File: src/rtl/ssp_rx_timeout_sched.sv
// SSP receive-timeout scheduler: bit-period tick, reload pulses, RTI status.
// Optional SSP_RXTO_TESTMODE_EN: RxTOTest forces a tick every RUN cycle.
module ssp_rx_timeout_sched #(
   parameter int DIVW = 8
) (
   input  logic            SSPCLK,
   input  logic            nSSPRST,
   input  logic            SSE,
   input  logic            MS,
   input  logic [DIVW-1:0] CPSDVSR,
   input  logic [DIVW-1:0] SCR,
   input  logic            RxDone,
   input  logic            RNESync,
   input  logic            RTICWr,
   input  logic            RTIM,
   input  logic            DataStp,
   input  logic            RxTOTest,
   output logic            IncRxTimeOut,
   output logic            MRxRT,
   output logic            SRxRT,
   output logic            RTICSync,
   output logic            RTRIS,
   output logic            SSPRTINTR
);

   typedef enum logic [1:0] {
      IDLE = 2'b00,
      WAIT = 2'b01,
      RUN  = 2'b11
   } state_t;

   state_t          state;
   state_t          nxt;
   logic [DIVW-1:0] cpsd_in;
   logic [DIVW-1:0] cpsd_eff;
   logic [DIVW-1:0] cpsd_sh;
   logic [DIVW-1:0] scr_sh;
   logic [DIVW-1:0] cnt_a;
   logic [DIVW-1:0] cnt_b;
   logic            run;
   logic            stay;
   logic            term_a;
   logic            term_b;
   logic            due;
   logic            inc_q;
   logic            ds_q;
   logic            rt_set;
   logic            rt_clr;

   always_comb begin
      nxt = state;
      unique case (1'b1)
         !SSE:            nxt = IDLE;
         SSE && RNESync:  nxt = RUN;
         SSE && !RNESync: nxt = WAIT;
      endcase
   end

   // Even divisor only; anything below 2 runs at 2.
   assign cpsd_in  = {CPSDVSR[DIVW-1:1], 1'b0};
   assign cpsd_eff = (cpsd_in == '0) ? DIVW'(2) : cpsd_in;

   assign run    = (state == RUN);
   assign stay   = (nxt == RUN);
   assign term_a = (cnt_a == cpsd_sh - 1'b1);
   assign term_b = (cnt_b == scr_sh);
   assign due    = run && stay && !RxDone && term_a && term_b;

   always_ff @(posedge SSPCLK or negedge nSSPRST) begin
      if (!nSSPRST) begin
         cpsd_sh <= DIVW'(2);
         scr_sh  <= '0;
      end else if (!run || due) begin
         cpsd_sh <= cpsd_eff;
         scr_sh  <= SCR;
      end
   end

   // The RxDone cycle itself is count zero of the new period.
   always_ff @(posedge SSPCLK or negedge nSSPRST) begin
      if (!nSSPRST) begin
         cnt_a <= '0;
         cnt_b <= '0;
      end else if (!run || !stay) begin
         cnt_a <= '0;
         cnt_b <= '0;
      end else if (RxDone) begin
         cnt_a <= DIVW'(1);
         cnt_b <= '0;
      end else if (term_a) begin
         cnt_a <= '0;
         cnt_b <= term_b ? '0 : cnt_b + 1'b1;
      end else begin
         cnt_a <= cnt_a + 1'b1;
      end
   end

   assign rt_set = DataStp && !ds_q;
   assign rt_clr = RTICSync || !DataStp || !SSE || (state == IDLE);

   always_ff @(posedge SSPCLK or negedge nSSPRST) begin
      if (!nSSPRST) begin
         state    <= IDLE;
         inc_q    <= 1'b0;
         MRxRT    <= 1'b0;
         SRxRT    <= 1'b0;
         RTICSync <= 1'b0;
         ds_q     <= 1'b0;
         RTRIS    <= 1'b0;
      end else begin
         state    <= nxt;
         inc_q    <= due;
         MRxRT    <= RxDone && !MS && SSE && (state != IDLE);
         SRxRT    <= RxDone && MS && SSE && (state != IDLE);
         RTICSync <= RTICWr;
         ds_q     <= DataStp;
         if (rt_clr)
            RTRIS <= 1'b0;
         else if (rt_set)
            RTRIS <= 1'b1;
      end
   end

   assign SSPRTINTR = RTRIS && RTIM;

`ifdef SSP_RXTO_TESTMODE_EN
   logic unused_bits;
   assign unused_bits  = CPSDVSR[0];
   assign IncRxTimeOut = (inc_q || (run && RxTOTest)) && !RxDone;
`else
   logic [1:0] unused_bits;
   assign unused_bits  = {CPSDVSR[0], RxTOTest};
   assign IncRxTimeOut = inc_q && !RxDone;
`endif

endmodule

File: config.mk
export PLATFORM = sky130hd
export DESIGN_NAME = ssp_rx_timeout_sched
export DESIGN_NICKNAME = d
export VERILOG_FILES = /design/src/rtl/ssp_rx_timeout_sched.sv
export SDC_FILE = /design/constraint.sdc
export NUM_CORES = 1
export LEC_CHECK = 0
export CAP_MARGIN = 20
export CORE_MARGIN = 5
export CORE_UTILIZATION = 36
export CTS_BUF_LIST = sky130_fd_sc_hd__clkbuf_2 sky130_fd_sc_hd__clkbuf_4 sky130_fd_sc_hd__clkbuf_8
export CTS_CLUSTER_SIZE = 24
export DETAILED_ROUTE_END_ITERATION = 8
export SYNTH_ARGS = -nofsm -noshare
export SYNTH_HDL_FRONTEND = slang
export SYNTH_SLANG_ARGS = --single-unit
File: constraint.sdc
create_clock -name SSPCLK -period 3.5 [get_ports SSPCLK]
set_input_delay 0.7 -clock SSPCLK [delete_from_list [all_inputs] [get_ports SSPCLK]]
set_output_delay 0.7 -clock SSPCLK [all_outputs]
set_load 0.02 [all_outputs]
# Word-level counts from Yosys, hierarchy flattened
# Cells that the tools add are included.
totals:
  wordCells: 62
  input_bits: 26
  out_inout_bits: 6
  ff_bits: 40
classes:
  reduce_logical: 33
  muxes: 11
  eq_ne: 4
  addsub: 3
ops:
  columns: ["op", "n"]
  rows:
  - ["8-bit two-way mux", 8]
  - ["8-bit by 1-bit adder with 8-bit output, second input constant", 2]
  - ["8-bit == test", 2]
  - ["1-bit logical AND", 15]
  - ["1-bit logical NOT", 8]
  - ["8-bit logical NOT", 1]
  - ["8-bit by 1-bit subtractor with 8-bit output, second input constant", 1]
  - ["2-bit one-hot mux with 3 select lines", 1]
  - ["1-bit logical OR", 5]
  - ["2-bit == test, second input constant", 2]
  - ["2-bit nonzero test", 2]
  - ["3-bit nonzero test", 1]
  - ["2-bit logical NOT", 1]
  - ["1-bit two-way mux", 2]

# Longest topological paths before layout
# Gate-level depths: netlist of the first run.
logic_depth:
  ltp_word: 9
  mapped_depth: 9
  depth_no_buf: 8

# Least setup slack after synthesis of the first run
# No wires, ideal clock.
synth_timing:
  path_type: "register to register"
  start: "register cpsd_sh[1]"
  end: "register cpsd_sh[5]"
  arrival_time_ns: 2.433
  setup_time_ns: 0.125
  slack_ns: 0.941
  required_time_ns: 3.375
  synth_period_minus_slack_ns: 2.559
  stages_incl_launch_ff: 10
  path_buffers: 1
  path_cell_list: "dfstp_2 > inv_1 > ha_1 > xor2_1 > o211ai_1 > a211oi_2 > nand3_2 > o311ai_4 > buf_6 > mux2_4"
synth_between:
  elab_chain_cells: 5
synth_rtl:
  columns: ["element", "line", "rtl"]
  rows:
  - ["start: declaration", "36", "logic [DIVW-1:0] cpsd_sh;"]
  - ["start signal: assignment", "74", "cpsd_sh <= cpsd_eff;"]
  - ["8-bit by 1-bit subtractor with 8-bit output", "65", "assign term_a = (cnt_a == cpsd_sh - 1'b1);"]
  - ["8-bit == test", "65", null]
  - ["1-bit logical AND (2 in a row)", "67", "assign due = run && stay && !RxDone && term_a && term_b;"]
  - ["1-bit logical OR", "73", "end else if (!run || due) begin"]
# Every way passes these cells.
# A chain may end at the register's enable or synchronous reset.

# Worst setup path after layout of the first run
layout_timing:
  start: "register cpsd_sh[1]"
  end: "register scr_sh[1]"
layout_between:
  elab_chain_cells: 5
layout_rtl:
  columns: ["element", "line", "rtl"]
  rows:
  - ["8-bit by 1-bit subtractor with 8-bit output", "65", null]
  - ["8-bit == test", "65", null]
  - ["1-bit logical AND (2 in a row)", "67", null]
  - ["1-bit logical OR", "73", null]
  - ["end signal: assignment", "72", "scr_sh <= '0;"]
  - ["end signal: assignment", "75", "scr_sh <= SCR;"]
  - ["end: declaration", "37", "logic [DIVW-1:0] scr_sh;"]
# Every way passes these cells.

==> results of run 1 <==
-- cell families after synthesis --
group	Yosys count	share of synthesized area, %
fa+ha+maj	3	1.836
flops	39	47.80
simple gates	64	17.44
buf+inv	11	2.386
xor+xnor	22	9.425
mux	15	9.853
compound gates	28	11.26
-- final cells by class --
| type | count | area share [%] |
|---|---|---|
| inverters | 4 | 0.5865 |
| clock buffers | 6 | 2.981 |
| multi-input cells | 132 | 39.78 |
| repair buffers | 34 | 12.61 |
| well taps | 72 | 3.519 |
| clock inverters | 2 | 2.346 |
| flip-flops and latches | 39 | 38.17 |
-- per-layer routing --
metal | vias to the layer above | wire, um | GRT usage, %
met5 | - | 0 | 0
met4 | 0 | 48 | 3.453
met3 | 6 | 133 | 3.204
met2 | 14 | 2019 | 20.62
met1 | 701 | 1862 | 15.95
li1 | 720 | - | -
-- cells in the final DEF, fill, tap and decap left out, drive strengths merged, types with 2 or more instances in the layout --
cell,synthesis,final
dfrtp,38,38
clkdlybuf4s50,0,28
nor2,18,18
xnor2,15,15
mux2,14,14
nand3,9,9
xor2,7,7
or4,7,7
a21boi,7,7
nand2b,6,6
o31ai,6,6
clkbuf,6,6
buf,1,6
nand2,5,5
and3,5,5
inv,4,4
a21oi,3,3
ha,3,3
nor3,3,3
and2,2,2
o211ai,2,2
nand4,2,2
a31oi,2,2
nand4b,2,2
bufinv,0,2
o21ai,2,2
-- power breakdown --
group / internal [W] / switching (W)
registers: 0.000467 / 0.0000149
logic: 0.0000602 / 0.0000453
clock network: 0.000293 / 0.000157
total: 0.000820 / 0.000217
-- flip-flops by register name (all words and copies together) (netlist names) --
register  flops
cpsd_sh       7
MRxRT         1
RTICSync      1
scr_sh        8
cnt_b         8
SRxRT         1
state         2
RTRIS         1
inc_q         1
cnt_a         8
ds_q          1
-- path summary, 6_finish.rpt --
check	from	to	slack (ns)	cells past startpoint
setup / recovery	cpsd_sh[1]$_DFFE_PN1P_	scr_sh[1]$_DFFE_PN0P_	0.81	9
hold / removal	nSSPRST	cnt_a[3]$_DFF_PN0_	0.53	1
setup reg to reg	cpsd_sh[1]$_DFFE_PN1P_	scr_sh[1]$_DFFE_PN0P_	0.81	9
hold reg to reg	scr_sh[3]$_DFFE_PN0P_	scr_sh[3]$_DFFE_PN0P_	0.54	1
max in group asynchronous	nSSPRST	scr_sh[5]$_DFFE_PN0P_	2.42	1
min in group SSPCLK	scr_sh[3]$_DFFE_PN0P_	scr_sh[3]$_DFFE_PN0P_	0.54	1
-- critical path, stage by stage, from the launching register on --
cell and delay (ns):
dfstp_2 0.57, inv_1 0.07, ha_1 0.31, xor2_1 0.13, o211ai_1 0.11, a211oi_2 0.24
nand3_2 0.15, o311ai_4 0.31, buf_4 0.32, mux2_2 0.37
-- stage by stage --
stage / total power (W) / cells
after floorplan: 0.0005449 / 182
after global placement: 0.0005967 / 281
after detailed placement: 0.0005979 / 281
after CTS: 0.001052 / 289
after global routing: 0.001081 / 289
final: 0.001038 / 289
==> results.ini, run 1 <==
[run_status]
status=finished, final reports clean

[grt]
track_usage_pct=12.42
grt_first_pass_wirelength_um=7389
grt_pass1_vias=1561
grt_overflow=0
grt_max_degree=40
antenna_found_initial=0

[cts]
cts_max_level=2
ctsResizeCount=0
post_cts_buffers=0
root_buffer=clkbuf_8
clk_latency_ns=0.29
clk_pin_slew_ns=0.08
cts-buffers-inserted=5
cts_hold_buffers=0
clock_sinks=39
cts_buffer_depth=2
cts_tree=done

[synthesis]
synthTopCellsByCount=38 x dfrtp_1, 18 x nor2_1, 15 x xnor2_1, 9 x mux2_4, 8 x nand3_1
syn_avg_cell_area_um2=11.23
synth_most_common_cell=dfrtp_1
ys_warn_count=0
synth_flop_cell=dfrtp_1
synth_cells=182
syn_nets=211
yosys-top-cells-area=dfrtp_1 47%, mux2_4 6.6%, xnor2_1 6.4%
synth.cell_area_um2=2044
async_reset_ff_share_pct=100.0
seq_area_frac_synth_pct=47.80
yosysTopAreaCell=dfrtp_1
synth_edf_count=0
ys_types=41
ys_ff_latch=39
netlist.area_leader.share_pct=46.51

[floorplanning]
core-area_um2=5507
io_pins=32
initial_core_util_pct=37.13
dieWidth_um=85.36
die-area_um2=7286
die_y_um=85.36
row_count=27

[routing]
dr.pass1.iters=4
final_antenna_net_count=0
vias=1441
drtIter0Drc=51
wl_per_cell_um=14.06
drc=0
vias_per_cell=4.986
drt_wl_total_um=4063

[worst_setup_path]
worstSetupPathType=reg -> reg
worstPathRequired_ns=3.68
crit_path_start_kind=register
crit_fanout=14
cp.arrival_ns=2.87
endpoint_kind=register

[place]
pre_cts_slack_ns=0.6952
gp_congestion=0.7544
dp_hpwl_um=2835
placed_cell_area_um2=2424
port_buffers=29

[run]
drv_cap=0

[final_layout]
drive_gt1_share_pct=15.67
final_core_util_pct=46.49
final_nets=245
synthToLayoutAreaGrowth_pct=25.21
multi_input_area_um2=1018
seq_area_um2=977.2
design_area_um2=2560
fillers=516
antenna_cells=0

[sta]
setup_viol=0
maxSlewHeadroom_pct=41.39
maxSlewViolCount=0
tightest_slew_ns=0.8792
hold_violations=0
hold_ws_ns=0.5260
postLayoutSetupSlackWorst_ns=0.8076
setup_tns_ns=0
skew_ns=0.005154
rsz0062_at_grt=false
finalCritPeriodShare_pct=76.92
fin_crit_ns=2.692
fmax_mhz=371.4

[pwr]
ir_drop_uv=150.1
power.leakage_nw=1.027
p_per_area_nw_per_um2=405.3

[worst_hold_path]
min_path_type=in -> async

Power figures use the tool's default switching activity.
==> run 2, diff against run 1 <==
clock period = 2.58 ns   (was 3.5 ns; I/O delays follow)
==> run 2 against run 1 <==
Against the previous run:
- register-to-register slack got worse by 0.66 ns
- die area is the same
- setup slack worse by 0.66 ns
- global-route usage shrank 0.63 points
- flip-flop and latch count did not move
- clock skew rose by 0.0018 ns
- critical endpoint is now cpsd_sh[2]$_DFFE_PN0P_
- combinational power increased by 44%
==> results.ini, run 2 (synthesized netlist as in run 1, its figures left out) <==
[run_status]
status=finished, final reports clean

[worst_setup_path]
r2r_end=cpsd_sh[2]$_DFFE_PN0P_
cpPeakStageDelay_ns=0.53
cp-endpoint=cpsd_sh[2]$_DFFE_PN0P_
critPathLaunch=cpsd_sh[1]$_DFFE_PN1P_
worstSetupPathType=reg -> reg
crit_fanout=14
crit_path_start_kind=register
endpoint_kind=register
worstReg2RegStart=cpsd_sh[1]$_DFFE_PN1P_
cp.arrival_ns=2.62
worst_r2r_path_depth=9
crit_slowest_cell=dfstp_2
rrSetupSlack_ns=0.14
crit_chain=inv_1, ha_1, xor2_1, o211ai_1, a211oi_2, nand3_2, o311ai_4, buf_12, mux2_2
worstPathRequired_ns=2.76

[sta]
skew_ns=0.006972
maxSlewViolCount=0
postLayoutSetupSlackWorst_ns=0.1448
finalCritPeriodShare_pct=94.39
tightest_slew_ns=0.8750
fmax_mhz=410.6
hold_ws_ns=0.3389
maxSlewHeadroom_pct=41.66
fin_crit_ns=2.435
rsz0062_at_grt=false
hold_violations=0
setup_tns_ns=0
setup_viol=0

[cts]
cts_hold_buffers=0
cts_tree=done
clk_latency_ns=0.29
cts_max_level=2
cts_buffer_depth=2
clk_pin_slew_ns=0.08
root_buffer=clkbuf_8
cts-buffers-inserted=5
clock_sinks=39

[routing]
vias=1456
drc=0
highest_layer=met4
drtIter0Drc=84
wl_per_cell_um=13.78
wl_met2_um=1964
vias_per_cell=4.969
final_antenna_net_count=0
met1_length_um=1883
dr.pass1.iters=4
wl_met3_um=125
drt_wl_total_um=4039

[floorplanning]
dieWidth_um=85.36
io_pins=32
initial_core_util_pct=37.13
core-area_um2=5507
die-area_um2=7286
row_count=27
die_y_um=85.36

[final_layout]
final_common_cell=dfrtp_1
synthToLayoutAreaGrowth_pct=26.87
drive_gt1_share_pct=17.65
final_nets=249
reg_top3=cnt_a x8, cnt_b x8, scr_sh x8
antenna_cells=0
final_cell_mix=38 x dfrtp_1, 28 x clkdlybuf4s50_1, 18 x nor2_1
layoutNonFillerInstCount=293

[pwr]
power.leakage_nw=1.048
ir_drop_uv=243.1
p_per_area_nw_per_um2=512.6
p_total_w=0.001329

[place]
port_buffers=29
gp_congestion=0.7956
pre_cts_slack_ns=0.03069
dp.cells=284
dp_hpwl_um=2882

[grt]
grt_max_degree=40
grt_pass1_vias=1469
antenna_found_initial=0
grt_first_pass_wirelength_um=6962
track_usage_pct=11.79
grt_overflow=0

[run]
drv_cap=0

[worst_hold_path]
min_path_type=in -> async

==> run 2: cell count changes in the layout (fill, tap and decap cells not counted), sizes merged <==
cell	previous run	this run
clkinv	0	1
buf	6	10
bufinv	2	1
==> run 2: critical path: cells and delay by family, from the launching register on <==
family | cells | cell delay [ns]
adders and majority gates | 1 | 0.30
xor gates and xnor gates | 1 | 0.13
muxes | 1 | 0.34
DFF | 1 | 0.53
buffers and inverters | 2 | 0.25
and+or+nand+nor | 1 | 0.15
AOI/OAI and AO/OA | 3 | 0.60
==> run 2: cell type report <==
type                    count  area (um^2)
repair buffers             38        369.1
well taps                  72        90.09
clock buffers               6        82.58
inverters                   4        15.01
fillers                   536         2913
clock inverters             2        35.03
flip-flops and latches     39        977.2
multi-input cells         132         1025
==> run 2: timing repair <==
item | 4_1_cts | 5_1_grt
setup buffers | 0 | 1
resized for setup | 0 | 5
endpoints found under the setup margin | 0 | 20
==> run 2: how the worst min path moves through the flow <==
| stage | startpoint | endpoint | slack, ns | depth (start not counted) |
|---|---|---|---|---|
| after floorplan | nSSPRST | MRxRT$_DFF_PN0_ | 0.22 | 0 |
| after global placement | cpsd_sh[1]$_DFFE_PN1P_ | cpsd_sh[1]$_DFFE_PN1P_ | 0.50 | 2 |
| after detailed placement | cpsd_sh[1]$_DFFE_PN1P_ | cpsd_sh[1]$_DFFE_PN1P_ | 0.51 | 2 |
| after CTS | nSSPRST | cnt_b[4]$_DFFE_PN0P_ | 0.38 | 1 |
| after global routing | nSSPRST | cnt_a[2]$_DFF_PN0_ | 0.43 | 1 |
| final | nSSPRST | cpsd_sh[3]$_DFFE_PN0P_ | 0.34 | 1 |
==> run 2: stage by stage <==
| stage | cell area [um^2] | util [%] |
|---|---|---|
| CTS | 2576 | 46.78 |
| detailed placement | 2459 | 44.65 |
| global route | 2594 | 47.10 |
| finish | 2594 | 47.10 |
| floorplan | 2044 | - |
| global placement | 2459 | 44.65 |
==> run 2: metal layers <==
layer  track usage, %  up-vias
met5                0        -
met4            4.748        0
met3            2.524        7
met2            19.00       15
met1            15.33      707
li1                 -      727
==> run 2: power by group <==
part	internal (W)	switching [W]	total, W
clock network	0.000313	0.000213	0.000526
logic	0.0000872	0.0000634	0.000151
registers	0.000634	0.0000189	0.000653
total	0.00103	0.000296	0.00133
==> run 3, diff against run 2 <==
CORE_MARGIN = unset   (was 5)
PLACE_DENSITY = 0.55   (was unset)
==> run 3 against run 2 <==
Against the previous run:
- non-clock buffer count unchanged
- sequential share of layout area decreased by 0.23 points
- final cell count unchanged
- routed wire length increased by 2.0%
- sequential power about the same
- setup slack improved by 0.018 ns
- die area decreased by 18%
==> results.ini, run 3 (synthesized netlist as in run 1, its figures left out) <==
[sta]
fmax_mhz=413.7
rsz0062_at_grt=true
fin_crit_ns=2.417
maxSlewViolCount=0
finalCritPeriodShare_pct=93.70
tightest_slew_ns=0.8630
hold_ws_ns=0.3444
setup_viol=0
maxSlewHeadroom_pct=42.47
hold_violations=0
skew_ns=0.002876

[cts]
clk_pin_slew_ns=0.07
cts_tree=done
root_buffer=clkbuf_8
cts_hold_buffers=0
cts-buffers-inserted=5
cts_max_level=2
cts_buffer_depth=2
clock_sinks=39
clk_latency_ns=0.28

[worst_setup_path]
crit_path_start_kind=register
worstPathRequired_ns=2.75
worstSetupPathType=reg -> reg
crit_chain=inv_2, ha_4, xor2_1, o211ai_1, a211oi_2, nand3_2, o311ai_4, clkbuf_16, mux2_4
crit_fanout=7
endpoint_kind=register
cp.arrival_ns=2.59
crit_slowest_cell=dfstp_2
cpPeakStageDelay_ns=0.54

[floorplanning]
initial_core_util_pct=37.13
row_count=27
die_y_um=77.36
die-area_um2=5985
dieWidth_um=77.36
io_pins=32
core-area_um2=5507

[place]
placed_cell_area_um2=2451
dp.cells=283
gp_congestion=0.7907
dp_hpwl_um=2942
port_buffers=29

[routing]
vias_per_cell=5.150
wl_met2_um=2139
final_antenna_net_count=0
drtIter0Drc=65
drt_wl_total_um=4119
dr.pass1.iters=4
vias=1509
met1_length_um=1763
wl_met3_um=167
drc=0
wl_per_cell_um=14.06
highest_layer=met4

[pwr]
p_per_area_nw_per_um2=482.8
power.leakage_nw=1.049
ir_drop_uv=201.0

[final_layout]
drive_gt1_share_pct=18.55
design_area_um2=2610
reg_top3=cnt_a x8, cnt_b x8, scr_sh x8
layoutNonFillerInstCount=293
final_cell_mix=38 x dfrtp_1, 28 x clkdlybuf4s50_1, 18 x nor2_1
antenna_cells=0
final_common_cell=dfrtp_1
final_nets=249
synthToLayoutAreaGrowth_pct=27.66

[grt]
grt_max_degree=40
antenna_found_initial=0
grt_overflow=0
grt_first_pass_wirelength_um=7093
track_usage_pct=14.83
grt_pass1_vias=1534

[worst_hold_path]
min_path_type=in -> async

[run]
drv_cap=0

[run_status]
status=finished, final reports clean

-- run 3: final timing paths --
| check | end | slack, ns | startpoint | cells after the start |
|---|---|---|---|---|
| max reg2reg | scr_sh[2]$_DFFE_PN0P_ | 0.16 | cpsd_sh[1]$_DFFE_PN1P_ | 9 |
| min in group SSPCLK | scr_sh[5]$_DFFE_PN0P_ | 0.53 | scr_sh[5]$_DFFE_PN0P_ | 1 |
| max in group asynchronous | cnt_b[0]$_DFFE_PN0P_ | 1.69 | nSSPRST | 1 |
| min reg2reg | scr_sh[5]$_DFFE_PN0P_ | 0.53 | scr_sh[5]$_DFFE_PN0P_ | 1 |
| max | scr_sh[2]$_DFFE_PN0P_ | 0.16 | cpsd_sh[1]$_DFFE_PN1P_ | 9 |
| min | cnt_a[3]$_DFF_PN0_ | 0.34 | nSSPRST | 1 |
-- run 3: stage by stage --
| step | power, W | util [%] | TNS (ns) | worst slack, ns |
|---|---|---|---|---|
| 4_1_cts | 0.001271 | 46.40 | 0 | 0.03769 |
| 3_5_place_dp | 0.0008141 | 44.51 | 0 | 0.05963 |
| 3_3_place_gp | 0.0008099 | 44.51 | 0 | 0.07863 |
| 2_1_floorplan | 0.0007392 | - | 0 | 0.02146 |
| 6_report | 0.001260 | 47.40 | 0 | 0.1627 |
| 5_1_grt | 0.001329 | 47.40 | -0.04697 | -0.01368 |
-- run 3: final cells by class --
class | instances | area, um^2
flip-flops and latches | 39 | 977.2
repair buffers | 38 | 386.6
multi-input cells | 132 | 1037
inverters | 4 | 15.01
clock buffers | 8 | 103.9
fillers | 502 | 2897
well taps | 72 | 90.09
-- run 3: worst max-delay path, delay by kind of cell (launching register included) --
kind / cells / cell delay [ns]
compound gates: 3 / 0.64
flops: 1 / 0.54
buf+inv: 2 / 0.29
mux: 1 / 0.29
fa+ha+maj: 1 / 0.25
xor+xnor: 1 / 0.14
simple gates: 1 / 0.14
-- run 3: where the power goes --
| group | total, W | internal, W | switching [W] | leakage, nW |
|---|---|---|---|---|
| Combinational | 0.000157 | 0.0000919 | 0.0000656 | 0.494 |
| Sequential | 0.000654 | 0.000634 | 0.0000201 | 0.500 |
| Clock | 0.000449 | 0.000254 | 0.000194 | 0.0549 |
-- run 3: routing by layer --
| metal | up-vias | track usage [%] |
|---|---|---|
| met5 | - | 0 |
| met4 | 0 | 4.717 |
| met3 | 5 | 3.882 |
| met2 | 30 | 26.19 |
| met1 | 740 | 17.43 |
| li1 | 734 | - |
-- run 3: repair_timing --
| action | CTS | global route |
|---|---|---|
| setup endpoints to repair | 0 | 21 |
| resized for setup | 0 | 6 |
| buffers inserted | 0 | 1 |
